[config.mk]
export PLATFORM = sky130hd
export DESIGN_NAME = bin2bcd_seq
export DESIGN_NICKNAME = d
export VERILOG_FILES = /design/src/rtl/disp_pkg.sv /design/src/rtl/bcd_digit_adj.sv /design/src/rtl/bin2bcd_seq.sv
export SDC_FILE = /design/constraint.sdc
export NUM_CORES = 1
export LEC_CHECK = 0
export CAP_MARGIN = 10
export CORE_ASPECT_RATIO = 0.9
export CORE_MARGIN = 4
export CORE_UTILIZATION = 45
export CTS_BUF_LIST = sky130_fd_sc_hd__clkbuf_4 sky130_fd_sc_hd__clkbuf_8
export DETAILED_ROUTE_END_ITERATION = 6
export DONT_BUFFER_PORTS = 1
export GPL_TIMING_DRIVEN = 0
export HOLD_SLACK_MARGIN = 0.15
export PLACE_DENSITY_LB_ADDON = 0.1
export SKIP_LAST_GASP = 1
export SYNTH_ARGS = -nofsm -noshare
export SYNTH_HDL_FRONTEND = slang
export SYNTH_SLANG_ARGS = --single-unit
[constraint.sdc]
create_clock -name clk -period 1.4 [get_ports clk]
set_input_delay 0.14 -clock clk [delete_from_list [all_inputs] [get_ports clk]]
set_output_delay 0.14 -clock clk [all_outputs]
set_load 0.03 [all_outputs]
[src/rtl/disp_pkg.sv]
// Shared display-path types and constants for the binary-to-BCD converter.
package disp_pkg;

    typedef enum logic [1:0] {
        S_IDLE,
        S_SHIFT,
        S_DONE
    } b2b_state_t;

    localparam int         BCD_W    = 4;
    localparam logic [3:0] BCD_NINE = 4'd9;

endpackage

[src/rtl/bcd_digit_adj.sv]
// Double-dabble digit correction: a digit of 5 or more gets +3 so that the
// following left shift carries correctly into the next decimal digit.
module bcd_digit_adj
    import disp_pkg::*;
(
    input  logic [BCD_W-1:0] din,
    output logic [BCD_W-1:0] dout
);

    // Add-3 correction, plain 4-bit add with an unsigned compare.
    always_comb begin
        dout = (din >= 4'd5) ? din + 4'd3 : din;
    end

endmodule

[src/rtl/bin2bcd_seq.sv]
// Iterative shift-add-3 binary-to-BCD converter, one input bit per clock.
// Optional leading-zero blanking mask is built when BIN2BCD_BLANK_EN is defined;
// otherwise the blank port is tied to zero.
module bin2bcd_seq
    import disp_pkg::*;
#(
    parameter int IN_W   = 26,
    parameter int DIGITS = 8
)(
    input  logic                  clk,
    input  logic                  rst,
    input  logic                  start,
    input  logic [IN_W-1:0]       bin_in,
    output logic                  ready,
    output logic                  valid,
    output logic [4*DIGITS-1:0]   bcd_out,
    output logic                  ovf,
    output logic [DIGITS-1:0]     blank
);

    localparam int BCD_TOT = BCD_W * DIGITS;
    localparam int CNT_W   = $clog2(IN_W + 1);

    b2b_state_t         state;
    b2b_state_t         state_nxt;
    logic [IN_W-1:0]    bin_sr;
    logic [BCD_TOT-1:0] bcd_sr;
    logic [BCD_TOT-1:0] bcd_adj;
    logic [CNT_W-1:0]   cnt;
    logic               ovf_acc;
    logic [BCD_TOT-1:0] result;

    // One correction cell per scratch digit.
    for (genvar g = 0; g < DIGITS; g++) begin : g_adj
        bcd_digit_adj u_adj (
            .din  (bcd_sr [g*BCD_W +: BCD_W]),
            .dout (bcd_adj[g*BCD_W +: BCD_W])
        );
    end

    // State register.
    always_ff @(posedge clk) begin
        // NOTE: registers use non-blocking assignment so every flop samples pre-edge values.
        if (rst) state <= S_IDLE;
        else     state <= state_nxt;
    end

    // Next-state logic: load on start, shift IN_W times, one cycle to publish.
    always_comb begin
        // NOTE: default assigned first so no path leaves state_nxt unassigned (no latch).
        state_nxt = state;
        unique case (state)
            S_IDLE:  if (start) state_nxt = S_SHIFT;
            S_SHIFT: if (cnt == CNT_W'(1)) state_nxt = S_DONE;
            S_DONE:  state_nxt = S_IDLE;
            default: state_nxt = S_IDLE;
        endcase
    end

    assign ready = (state == S_IDLE);

    // Overflowed conversions saturate to all nines.
    always_comb begin
        result = ovf_acc ? {DIGITS{BCD_NINE}} : bcd_sr;
    end

    // Datapath: operand load, shift-add-3 iterations, result publish.
    always_ff @(posedge clk) begin
        if (rst) begin
            bin_sr  <= '0;
            bcd_sr  <= '0;
            cnt     <= '0;
            ovf_acc <= 1'b0;
            valid   <= 1'b0;
            bcd_out <= '0;
            ovf     <= 1'b0;
        end else begin
            valid <= 1'b0;
            unique case (state)
                S_IDLE: begin
                    if (start) begin
                        bin_sr  <= bin_in;
                        bcd_sr  <= '0;
                        cnt     <= CNT_W'(IN_W);
                        ovf_acc <= 1'b0;
                    end
                end
                S_SHIFT: begin
                    // A bit falling off the top digit means the value needs more digits.
                    bcd_sr  <= {bcd_adj[BCD_TOT-2:0], bin_sr[IN_W-1]};
                    bin_sr  <= {bin_sr[IN_W-2:0], 1'b0};
                    ovf_acc <= ovf_acc | bcd_adj[BCD_TOT-1];
                    cnt     <= cnt - CNT_W'(1);
                end
                S_DONE: begin
                    bcd_out <= result;
                    ovf     <= ovf_acc;
                    valid   <= 1'b1;
                end
                default: ;
            endcase
        end
    end

`ifdef BIN2BCD_BLANK_EN
    logic [DIGITS-1:0] blank_nxt;
    logic              lead;

    // Blank every digit above the most significant nonzero one; digit 0 always shown.
    always_comb begin
        blank_nxt = '0;
        lead      = 1'b1;
        for (int i = DIGITS - 1; i > 0; i--) begin
            lead         = lead & (bcd_sr[i*BCD_W +: BCD_W] == 4'd0);
            blank_nxt[i] = lead;
        end
        if (ovf_acc) blank_nxt = '0;
    end

    // Blank mask is published alongside bcd_out.
    always_ff @(posedge clk) begin
        if (rst)                  blank <= '0;
        else if (state == S_DONE) blank <= blank_nxt;
    end
`else
    assign blank = '0;
`endif

endmodule
==> results.py <==
metrics = {
    "final_layout": {
        "drive_gt1_frac": 0.212,
        "seqCellArea_mm2": 0.00203,
        "areaGrowthSynthToFinish_pct": 20.8,
        "multiInputGateArea_mm2": 0.00254,
        "nFillCells": 913,
        "nets": 637,
        "diodes": 0,
    },
    "critical_path": {
        "crit_type": "reg -> reg",
        "cp.required_ns": 1.71,
        "critPathMaxStageDelay_ns": 0.34,
        "setup.worst_path.end_class": "register",
        "slowest_stage": "dfxtp_2",
        "ff2ff_path_depth": 5,
        "startpoint_type": "register",
        "arrival_ns": 1.68,
        "cp_max_fo": 10,
        "crit_chain": "buf_6 -> nand2b_1 -> nor2_2 -> buf_4 -> a22o_1",
    },
    "pwr": {
        "finalPower_mw": 5.55,
        "p_per_area_mw_per_mm2": 985,
        "p_leak_nw": 2.21,
        "peakVddDrop_mv": 0.588,
    },
    "die": {
        "ioPinCount": 72,
        "fp.dieW_um": 115,
        "die_h_um": 105,
        "initial_utilization": 0.472,
        "core-area_mm2": 0.00987,
        "die_area_mm2": 0.0121,
        "rows": 34,
    },
    "drt": {
        "avgViaCountPerCell": 5.48,
        "drtPass1Iterations": 4,
        "routedWlPerCell_um": 16.9,
        "drtIter0Drc": 210,
        "antenna_left": 0,
        "met2_length_mm": 5.46,
        "top_layer_used": "met4",
        "dr_wl_met3_um": 646,
        "vias": 3952,
        "routed_wl_mm": 12.2,
        "met1_length_mm": 5.83,
        "drc_errors": 0,
    },
    "placement": {
        "post-place-ws_ns": -0.244,
        "dp_hpwl_mm": 8.30,
        "gp_congestion": 0.852,
        "io_buffer_count": 0,
    },
    "grt": {
        "grt_pass1_wl_mm": 19.5,
        "grt_antenna_before_repair": 0,
        "grt-ovfl-total": 0,
        "grt_max_degree": 18,
        "grt_pass1_vias": 3783,
        "grt_usage": 0.201,
    },
    "logic_synthesis": {
        "synth_seq_cells": 100,
        "synth_edf_count": 0,
        "syn_avg_cell_area_um2": 8.57,
        "syn-instance-count": 544,
        "async_reset_ff_frac": 0,
        "syn_area_mm2": 0.00466,
        "synth_ff_type": "dfxtp_1",
        "yosys_warnings": 0,
        "ys_seq_area_frac": 0.429,
        "yosysUniqueCellTypes": 39,
    },
    "sta": {
        "period_needed_ns": 1.37,
        "finalHoldViolations": 0,
        "max_clock_freq_ghz": 0.727,
        "finalCritPeriodShare": 0.982,
        "finClkSkew_ns": 0.0128,
        "setup_slack_ns": 0.0251,
        "rsz0062_at_grt": "true",
        "report.final.slew_viol_count": 0,
        "worst_slew_pin_slew_ns": 0.644,
        "setup_viol": 0,
        "slew_headroom": 0.571,
    },
    "clocking": {
        "clk_latency_ns": 0.37,
        "cts_buffers": 9,
        "root_buffer": "clkbuf_8",
        "cts_tree": "done",
        "h-tree-depth": 3,
        "cts.sink_count": 100,
        "clk_pin_slew_worst_paths_ns": 0.10,
        "cts.path.max_buffers": 2,
    },
    "worst_hold_path": {
        "hold_depth": 4,
        "hp-class": "in -> reg",
    },
    "job": {
        "cap_violations": 0,
    },
    "outcome": {
        "status": "completed",
    },
}
worst paths after layout:
check	start	end	slack [ns]
setup reg to reg	state[0]$_SDFFE_PP0P_	bcd_sr[8]$_SDFFE_PP0P_	0.03
hold reg to reg	bin_sr[16]$_SDFFE_PP0P_	bin_sr[16]$_SDFFE_PP0P_	0.49
hold / removal	start	bin_sr[5]$_SDFFE_PP0P_	0.24
setup / recovery	state[0]$_SDFFE_PP0P_	bcd_sr[8]$_SDFFE_PP0P_	0.03
timing repair:
action	4_1_cts	5_1_grt
setup endpoints to repair	54	84
buffers inserted	0	2
hold buffers	27	0
pin swaps	3	19
resized for setup	24	74
hold endpoints to repair	29	0
gates cloned	0	0
metal layers:
layer | global-route usage | up-vias
li1 | - | 1958
met4 | 0.0629 | 0
met2 | 0.300 | 94
met3 | 0.0324 | 22
met1 | 0.296 | 1878
met5 | 0 | -
power breakdown:
| part | leakage [nW] | switching [mW] | internal, mW | total, mW |
|---|---|---|---|---|
| clock | 0.0985 | 1.06 | 0.715 | 1.78 |
| combinational | 1.29 | 0.416 | 0.338 | 0.755 |
| sequential | 0.823 | 0.0724 | 2.95 | 3.02 |
synth_stat cells, types with 9 or more instances:
master / n / share of area
buf_2: 13 / 0.014
nand3b_1: 9 / 0.014
nand2b_1: 9 / 0.012
a22o_1: 24 / 0.045
o21ai_0: 14 / 0.015
nand3_1: 9 / 0.0097
dfxtp_1: 100 / 0.43
a2bb2oi_1: 18 / 0.034
xnor2_1: 9 / 0.017
xor2_1: 10 / 0.019
nor2_1: 95 / 0.076
a21oi_1: 37 / 0.040
inv_1: 18 / 0.014
ha_1: 18 / 0.048
buf_4: 15 / 0.024
clkbuf_1: 9 / 0.0072
nand2_1: 23 / 0.019
nor3_1: 60 / 0.064
registers in the layout (all words and copies together) (netlist names):
register	count
bcd_out	32
bcd_sr	32
bin_sr	26
cnt	5
ovf	1
ovf_acc	1
state	2
valid	1
critical path: cells and delay by family, from the launching register on:
family | cells | cell delay (ns)
DFF | 1 | 0.34
and+or+nand+nor | 2 | 0.42
AOI/OAI and AO/OA | 1 | 0.14
buffers and inverters | 2 | 0.43
stage by stage:
stage	util	TNS (ns)	instances	hold WS, ns	cell area [µm²]
floorplan	-	0	551	0.288	4690
global placement	0.491	-4.65	677	0.295	4850
detailed placement	0.491	-4.90	677	0.299	4850
CTS	0.545	-0.00396	720	0.228	5380
global route	0.571	-0.462	721	0.244	5630
finish	0.571	0	721	0.235	5630
cell families after synthesis:
family          after synthesis  synth area share
buf+inv                      65            0.0797
compound gates              113             0.168
other cells                   1          0.000804
mux                           8            0.0172
xor+xnor                     19            0.0357
flops                       100             0.429
fa+ha+maj                    18            0.0483
simple gates                220             0.221
placed cells by master, fill, tap and decap left out, drive strengths merged:
cell type | synthesis | routed
conb | 1 | 8
dfxtp | 100 | 100
o21ba | 1 | 1
xor2 | 10 | 10
a311oi | 2 | 2
nand3 | 9 | 9
clkbuf | 9 | 19
a22oi | 2 | 2
a211oi | 6 | 6
nand2 | 24 | 24
o21bai | 1 | 1
nor2b | 1 | 1
nor4 | 1 | 1
clkinv | 0 | 4
a2bb2oi | 18 | 18
or3 | 8 | 8
nand2b | 9 | 9
and2 | 1 | 1
inv | 20 | 22
o21ai | 16 | 16
a22o | 24 | 24
nor2 | 98 | 98
dlygate4sd3 | 0 | 27
nand3b | 9 | 9
o22ai | 6 | 6
buf | 36 | 37
a21oi | 37 | 37
ha | 18 | 18
mux2i | 8 | 8
nor3 | 60 | 60
xnor2 | 9 | 9
cell type report:
cell class              count  area share
multi-input cells         386       0.452
flip-flops and latches    100       0.360
plain buffers              44      0.0600
repair buffers             29      0.0529
well taps                 126      0.0280
clock buffers              10      0.0244
inverters                  20      0.0147
clock inverters             6     0.00844
Power figures use the tool's default switching activity.
